[src/rtl/mont_res_reducer.sv]
// Conditional final subtraction for two Montgomery results sharing one modulus:
// streams res_k and p digit-serially, keeps res and res-p, then selects by the final borrow.
module mont_res_reducer #(
    parameter int RADIX     = 64,
    parameter int WIDTH     = 6,
    parameter int WIDTH_LOG = $clog2(WIDTH)
) (
    input  logic                 clk,
    input  logic                 rst,
    input  logic                 start,
    output logic                 busy,
    output logic                 done,
    output logic                 mult_0_mem_res_rd_en,
    output logic [WIDTH_LOG-1:0] mult_0_mem_res_rd_addr,
    input  logic [RADIX-1:0]     mult_0_mem_res_dout,
    output logic                 mult_1_mem_res_rd_en,
    output logic [WIDTH_LOG-1:0] mult_1_mem_res_rd_addr,
    input  logic [RADIX-1:0]     mult_1_mem_res_dout,
    output logic                 mem_p_rd_en,
    output logic [WIDTH_LOG-1:0] mem_p_rd_addr,
    input  logic [RADIX-1:0]     mem_p_dout,
    input  logic                 out_0_rd_en,
    input  logic [WIDTH_LOG-1:0] out_0_rd_addr,
    output logic [RADIX-1:0]     out_0_dout,
    input  logic                 out_1_rd_en,
    input  logic [WIDTH_LOG-1:0] out_1_rd_addr,
    output logic [RADIX-1:0]     out_1_dout,
    output logic [1:0]           o_dbg_state
);

    localparam int DEPTH = 1 << WIDTH_LOG;
    localparam logic [WIDTH_LOG-1:0] LAST = WIDTH_LOG'(WIDTH - 1);

    typedef enum logic [1:0] {
        S_IDLE   = 2'd0,
        S_READ   = 2'd1,
        S_FINISH = 2'd2
    } state_t;

    state_t r_state;
    state_t w_state_nxt;

    logic                 w_rd_en;
    logic                 w_busy;
    logic                 w_done;
    logic                 w_start_acc;
    logic [WIDTH_LOG-1:0] r_addr;
    logic                 r_cap_vld;
    logic [WIDTH_LOG-1:0] r_cap_addr;

    logic [RADIX-1:0]     w_res_dout [2];
    logic                 w_out_en   [2];
    logic [WIDTH_LOG-1:0] w_out_addr [2];
    logic [RADIX:0]       w_sub      [2];
    logic [RADIX-1:0]     w_diff     [2];
    logic [1:0]           w_borrow;
    logic [1:0]           r_borrow;
    logic [1:0]           r_sel;
    logic [RADIX-1:0]     r_out      [2];
    logic [RADIX-1:0]     r_res_buf  [2][DEPTH];
    logic [RADIX-1:0]     r_diff_buf [2][DEPTH];

    assign w_res_dout[0] = mult_0_mem_res_dout;
    assign w_res_dout[1] = mult_1_mem_res_dout;
    assign w_out_en[0]   = out_0_rd_en;
    assign w_out_en[1]   = out_1_rd_en;
    assign w_out_addr[0] = out_0_rd_addr;
    assign w_out_addr[1] = out_1_rd_addr;

    always_ff @(posedge clk) begin
        if (rst) r_state <= S_IDLE;
        else     r_state <= w_state_nxt;
    end

    // FINISH lasts two cycles: the last digit subtract, then the done cycle once capture drains.
    always_comb begin
        w_state_nxt = r_state;
        w_rd_en     = 1'b0;
        w_busy      = 1'b0;
        w_done      = 1'b0;
        case (r_state)
            S_IDLE: begin
                if (start) w_state_nxt = S_READ;
            end
            S_READ: begin
                w_rd_en = 1'b1;
                w_busy  = 1'b1;
                if (r_addr == LAST) w_state_nxt = S_FINISH;
            end
            S_FINISH: begin
                w_busy = 1'b1;
                if (!r_cap_vld) begin
                    w_done      = 1'b1;
                    w_state_nxt = S_IDLE;
                end
            end
            default: w_state_nxt = S_IDLE;
        endcase
    end

    assign w_start_acc = (r_state == S_IDLE) && start;

    always_ff @(posedge clk) begin
        if (rst) begin
            r_addr     <= '0;
            r_cap_vld  <= 1'b0;
            r_cap_addr <= '0;
        end else begin
            if (w_rd_en) r_addr <= (r_addr == LAST) ? '0 : r_addr + 1'b1;
            r_cap_vld  <= w_rd_en;
            r_cap_addr <= r_addr;
        end
    end

    // Digit subtract with one extra bit: the top bit is the outgoing borrow.
    always_comb begin
        for (int k = 0; k < 2; k++) begin
            w_sub[k]    = {1'b0, w_res_dout[k]} - {1'b0, mem_p_dout}
                        - {{RADIX{1'b0}}, r_borrow[k]};
            w_diff[k]   = w_sub[k][RADIX-1:0];
            w_borrow[k] = w_sub[k][RADIX];
        end
    end

    always_ff @(posedge clk) begin
        if (rst) begin
            r_borrow <= '0;
            r_sel    <= '0;
        end else if (w_start_acc) begin
            r_borrow <= '0;
        end else if (r_cap_vld) begin
            r_borrow <= w_borrow;
            if (r_cap_addr == LAST) r_sel <= w_borrow;
        end
    end

    always_ff @(posedge clk) begin
        if (r_cap_vld) begin
            for (int k = 0; k < 2; k++) begin
                r_res_buf[k][r_cap_addr]  <= w_res_dout[k];
                r_diff_buf[k][r_cap_addr] <= w_diff[k];
            end
        end
    end

    // A set borrow means res < p, so the untouched res is the reduced value.
    always_ff @(posedge clk) begin
        if (rst) begin
            r_out[0] <= '0;
            r_out[1] <= '0;
        end else begin
            for (int k = 0; k < 2; k++) begin
                if (w_out_en[k]) begin
                    r_out[k] <= r_sel[k] ? r_res_buf[k][w_out_addr[k]]
                                         : r_diff_buf[k][w_out_addr[k]];
                end
            end
        end
    end

    assign busy                   = w_busy;
    assign done                   = w_done;
    assign mult_0_mem_res_rd_en   = w_rd_en;
    assign mult_1_mem_res_rd_en   = w_rd_en;
    assign mem_p_rd_en            = w_rd_en;
    assign mult_0_mem_res_rd_addr = r_addr;
    assign mult_1_mem_res_rd_addr = r_addr;
    assign mem_p_rd_addr          = r_addr;
    assign out_0_dout             = r_out[0];
    assign out_1_dout             = r_out[1];
    assign o_dbg_state            = r_state;

endmodule
[config.mk]
export PLATFORM = sky130hd
export DESIGN_NAME = mont_res_reducer
export DESIGN_NICKNAME = d
export VERILOG_FILES = /design/src/rtl/mont_res_reducer.sv
export SDC_FILE = /design/constraint.sdc
export NUM_CORES = 2
export LEC_CHECK = 0
export CAP_MARGIN = 20
export CORE_ASPECT_RATIO = 1.75
export CORE_MARGIN = 2
export CORE_UTILIZATION = 66
export DETAILED_ROUTE_END_ITERATION = 8
export PLACE_DENSITY = 0.84
export SKIP_CTS_REPAIR_TIMING = 1
export SYNTH_ARGS = -nofsm -noshare
export SYNTH_HDL_FRONTEND = slang
export SYNTH_SLANG_ARGS = --single-unit
[constraint.sdc]
create_clock -name clk -period 31.1 [get_ports clk]
set_input_delay 3.11 -clock clk [delete_from_list [all_inputs] [get_ports clk]]
set_output_delay 3.11 -clock clk [all_outputs]
set_load 0.02 [all_outputs]
Word level (Yosys, flattened, before mapping):

Memory sizes are Yosys's and may differ from the RTL's.
Cells that the tools add are included.

* magnitude comparators: 4
* shift-type cells: 0
* $mul: 0
* divide/modulo/power cells: 0
* $add $sub $neg: 5
* bitwise logic cells: 6
* mux-type cells: 37
* reduce and logical (&&, ||, !) cells: 7
* equality and inequality tests: 7

Operators with widths (number)
* $mux W64: 13
* $bmux W64 S3: 4
* $mux W512: 1
* $demux W64 S3: 1
* $sub A64 B64 Y65: 2
* $sub A65 B1 Y65: 2
* $mux W1: 13
* $ge A4 B4 Y1 const B: 3
* $not A3 Y4: 3
* $eq A3 B3 Y1 const B: 2
* $mux W2: 3
* $ne A2 B2 Y1 const B: 3
* $pmux W2 S3: 1
* $reduce_and A3 Y1: 2
* $lt A4 B1 Y1 const B: 1
* $reduce_or A2 Y1: 2
* $add A3 B1 Y3 const B: 1
* $mux W3: 1
* $eq A2 B1 Y1 const B: 1
* $eq A2 B2 Y1 const B: 1
* $logic_and A1 B1 Y1: 2
* $logic_not A2 Y1: 1
* $or A1 B1 Y1: 2
* $not A1 Y1: 1

* memory bits (writable): 2176
* logic and storage cells: 75
* output and inout bits: 144
* flip-flop bits (word level): 13
* ROM bits: 0
* memories: 3
* latch bits: 0

Memory list
* r_diff_buf: words 2, width 512, rd ports 2, clocked after memory_dff 0, write ports 2, line 61 `logic [RADIX-1:0] r_diff_buf [2][DEPTH];`
* r_res_buf: words 2, width 512, rd ports 2, clocked after memory_dff 0, write ports 2, line 60 `logic [RADIX-1:0] r_res_buf [2][DEPTH];`
* r_out: words 2, width 64, rd ports 2, clocked after memory_dff 0, write ports 2, line 59 `logic [RADIX-1:0] r_out [2];`

Depth between registers and ports, before layout:

* depth after elaboration: 6
* mapped depth: 16
* gate-level depth less buffers: 16

Worst setup path before layout:

OpenSTA, ideal clock, no wires.

* kind: reg2reg
* start point: reg r_cap_vld
* end point: mem r_diff_buf[0][384] (netlist name), enable pin
* data required time: 29911 ps
* arrival: 17769 ps
* slack: 12142 ps
* setup time: 1189 ps
* cell stages (with the launch flop): 3
* cells stage by stage: dfxtp_1 nand2_1 nor3_1

RTL lines
* from (decl): line 48 `logic r_cap_vld;`
* from (signal assigned): line 110 `r_cap_vld <= w_rd_en;`
* to (decl): line 61

==> flow_summary.ini <==
[power_and_ir_drop]
power_frac_clock_pct = 35.3
cellPowerDensity_nw_per_um2 = 63.0
sequentialPowerShare_pct = 52.9
switching_power_summed_over_all_nets_mw = 1.56
leakage_nw = 34.7
power.ir.vdd_worst_v = 0.0000639
p_sw_share_pct = 23.9
comb_power_share_pct = 11.9
power_report.internal_total_mw = 4.98

[clock_network]
cts_buffer_depth = 3
cts_root_buf = sky130_fd_sc_hd__clkbuf_16
worstSkewPairLatency_ns = 0.81
clock_tree.htree_level_count = 4
clkTransAtPathRegs_ns = 0.06
tritoncts = done
cts.sink_count = 2189
cts_buffers = 184

[sta]
final_worst_path_period_need_ns = 7.80
max_freq_mhz = 128
max-slew-margin-rel_pct = 26.5
rsz0062_at_grt = no
fin_worst_skew_ns = 0.0213
final.period_utilization_pct = 25.1
timing.final.setup_violations = 0
timing.final.hold_violations = 0
maxSlewViolCount = 0
worst-slew-pin-transition_ns = 1.10
sum_of_negative_setup_slack_ns = 0

[global_routing]
grt_pass1_wl_um = 327000
grt.total_usage_pct = 31.9
largest_net_degree_at_the_start_of_global_routing = 158
aggregate_global_routing_overflow = 0
antenna_violations_before_repair = 33
number_of_global_route_vias_before_repair = 50000

[worst_setup_path]
endpoint_kind = register
worstPathCellList = clkdlybuf4s50_1 > fa_1 > inv_1 > ha_1 > or2_2 > fa_1 > nand2b_1 > a21oi_1 > o21ai_1 > a31oi_1 > o41ai_2 > a21oi_1 > o21ai_1 > o22ai_1 > o21bai_1 > xnor2_1
worstPathMaxFanout = 9
path_delay_family = compound AO/OA/AOI/OAI gates
cp_slowest_cell = sky130_fd_sc_hd__fa_1
path_buf_inv = 2
critical_path_required_ns = 31.63
path_class = in2reg
arrival_time_of_data_at_the_critical_path_endpoint_ns = 8.33
critical_path.startpoint_type = input pin
cp_slowest_stage_delay_ns = 0.67
r2r_slack_ns = 25.83

[route]
routed_via_density = 6.71
drtAntennaViolNets = 0
drt-wirelength-per-cell_um = 31.3
route.vias.total = 48100
drc = 0
drtPass1Iterations = 7
route.final.wire_length_um = 224000
drt_iter0_markers = 5710

[synth]
sequential_element_share_of_the_synthesized_area_pct = 71.0
ys_dominant_reg_cell = sky130_fd_sc_hd__edfxtp_1
postSynthCellCount = 4795
synth_most_common_cell = sky130_fd_sc_hd__edfxtp_1
synthArstFlopShare_pct = 0
synthesis.area_um2 = 92300
synth.area.top_cells = sky130_fd_sc_hd__edfxtp_1, sky130_fd_sc_hd__mux4_2, sky130_fd_sc_hd__ha_1, sky130_fd_sc_hd__inv_1, sky130_fd_sc_hd__nor2b_1
synth.top_cells.by_count = sky130_fd_sc_hd__edfxtp_1, sky130_fd_sc_hd__mux4_2, sky130_fd_sc_hd__inv_1
ys_seq_elements = 2189
synth_nets = 5258
synth_top_area_cell = sky130_fd_sc_hd__edfxtp_1
synth_top_cell_area_share_pct = 70.8
number_of_flops_mapped_to_enable_cells_by_yosys = 2176
post_syn_area_per_cell_um2 = 19.3
synth.lib_cells_used.distinct = 78
ys_warn_count = 0

[run_status]
run_status = finished clean

[layout]
final_nets = 5629
fill_cells = 7596
post_route_cells_drive_above_1_share_pct = 19.1
final_core_utilization_pct = 74.7
areaGrowthSynthToFinish_pct = 12.5

[die]
std_cell_rows = 181
floorplan.die.height_um = 499
fp.coreArea_um2 = 139000
die_width_um = 287
io_pins = 347
start_util_pct = 66.4
fp.dieArea_um2 = 143000

[placed_design]
dp.final_hpwl_um = 133000
gp_congestion = 0.960
port-buffer-count = 346

[job]
cap_viol_max_count = 0

[worst_hold_path]
worst_hold_path_type = reg2reg
## logic make-up (layout without fill, tap and decap cells)
family	after synthesis	after routing	share of synthesized area (%)
fa+ha+maj	260	260	3.56
flops	2189	2189	71.0
compound gates	453	453	3.17
mux	642	642	15.6
simple gates	499	499	2.79
buf+inv	625	1147	2.59
xor+xnor	127	127	1.20
other cells	0	18	0
## metrics by stage
step	setup slack [ns]	cell area, µm²	instances	power (mW)	hold WS (ns)
floorplan	12.14	92300	4795	4.01	0.488
global placement	22.79	97800	6808	4.25	0.547
detailed placement	22.67	97800	6809	4.28	0.550
CTS	23.40	104000	7146	6.56	0.569
global route	22.93	104000	7153	6.72	0.616
finish	23.30	104000	7165	6.54	0.569
## layout by cell type (no fill, tap or decap), types with 12 or more instances in the layout
master,Yosys,routed
sky130_fd_sc_hd__o21ai_1,26,26
sky130_fd_sc_hd__clkdlybuf4s50_1,0,340
sky130_fd_sc_hd__clkbuf_16,0,190
sky130_fd_sc_hd__ha_1,256,256
sky130_fd_sc_hd__a21o_1,58,58
sky130_fd_sc_hd__buf_4,8,49
sky130_fd_sc_hd__a31oi_1,13,13
sky130_fd_sc_hd__xor2_1,60,60
sky130_fd_sc_hd__o21a_1,19,19
sky130_fd_sc_hd__diode_2,0,18
sky130_fd_sc_hd__nand2b_1,12,12
sky130_fd_sc_hd__edfxtp_1,2176,2176
sky130_fd_sc_hd__nand2_1,120,120
sky130_fd_sc_hd__nor2_1,91,85
sky130_fd_sc_hd__bufinv_16,0,17
sky130_fd_sc_hd__mux4_2,640,640
sky130_fd_sc_hd__nand4_1,45,45
sky130_fd_sc_hd__clkinv_1,1,37
sky130_fd_sc_hd__inv_1,406,406
sky130_fd_sc_hd__o21ai_0,67,67
sky130_fd_sc_hd__a21oi_1,157,157
sky130_fd_sc_hd__xnor2_1,67,67
sky130_fd_sc_hd__nor2b_1,142,142
sky130_fd_sc_hd__o21bai_1,31,30
sky130_fd_sc_hd__nor3_1,23,21
sky130_fd_sc_hd__clkbuf_1,139,28
sky130_fd_sc_hd__clkinv_2,0,38
sky130_fd_sc_hd__nand3_1,24,24
## path summary, 6_finish.rpt
path | startpoint | end | cells after the start
worst max-delay path | mult_1_mem_res_dout[0] | r_diff_buf[0][890] | 16
worst min-delay path | o_dbg_state[0] | o_dbg_state[0] | 2
worst max register to register | r_borrow[1] | r_diff_buf[0][890] | 16
worst min register to register | o_dbg_state[0] | o_dbg_state[0] | 2
## routing by layer
| layer | up-vias | GRT usage (%) | wire length [µm] | share of wire (%) |
|---|---|---|---|---|
| li1 | 19900 | - | - | - |
| met1 | 24900 | 41.2 | 78800 | 35 |
| met2 | 2747 | 53.1 | 114000 | 51 |
| met3 | 541 | 5.95 | 20200 | 9.0 |
| met4 | 34 | 14.7 | 11000 | 4.9 |
| met5 | - | 0 | 205 | 0.091 |
## power by group through the flow
stage	registers (mW)	clock network (mW)	logic, mW
3_3_place_gp	3.52	0	0.728
4_1_cts	3.46	2.33	0.767
6_report	3.46	2.31	0.776
5_1_grt	3.46	2.43	0.827
2_1_floorplan	3.56	0	0.458
3_5_place_dp	3.52	0	0.756
## final cells by class
cell class / instances / area, µm² / share of cell area (%)
inverters: 408 / 1530 / 1.47
repair buffers: 402 / 4020 / 3.87
clock buffers: 220 / 4890 / 4.70
flip-flops and latches: 2189 / 65600 / 63.2
well taps: 1830 / 2290 / 2.20
clock inverters: 117 / 1080 / 1.04
diodes: 18 / 45.0 / 0.0434
multi-input cells: 1981 / 24400 / 23.5
## worst reg2reg max path: cells and delay by family (launching register included)
| kind | cells | cell delay [ns] |
|---|---|---|
| buf+inv | 2 | 0.20 |
| flops | 1 | 0.40 |
| xor+xnor | 1 | 0.48 |
| compound gates | 8 | 2.21 |
| simple gates | 2 | 0.48 |
| fa+ha+maj | 3 | 1.19 |
## flip-flops by register name, indices dropped and copies added (netlist names), 2 cells and up
name           cells
r_diff_buf      1024
r_res_buf       1024
r_cap_addr         3
o_dbg_state        2
r_borrow           2
mem_p_rd_addr      3
r_out            128
r_sel              2
(Power assumes the default switching activity.)
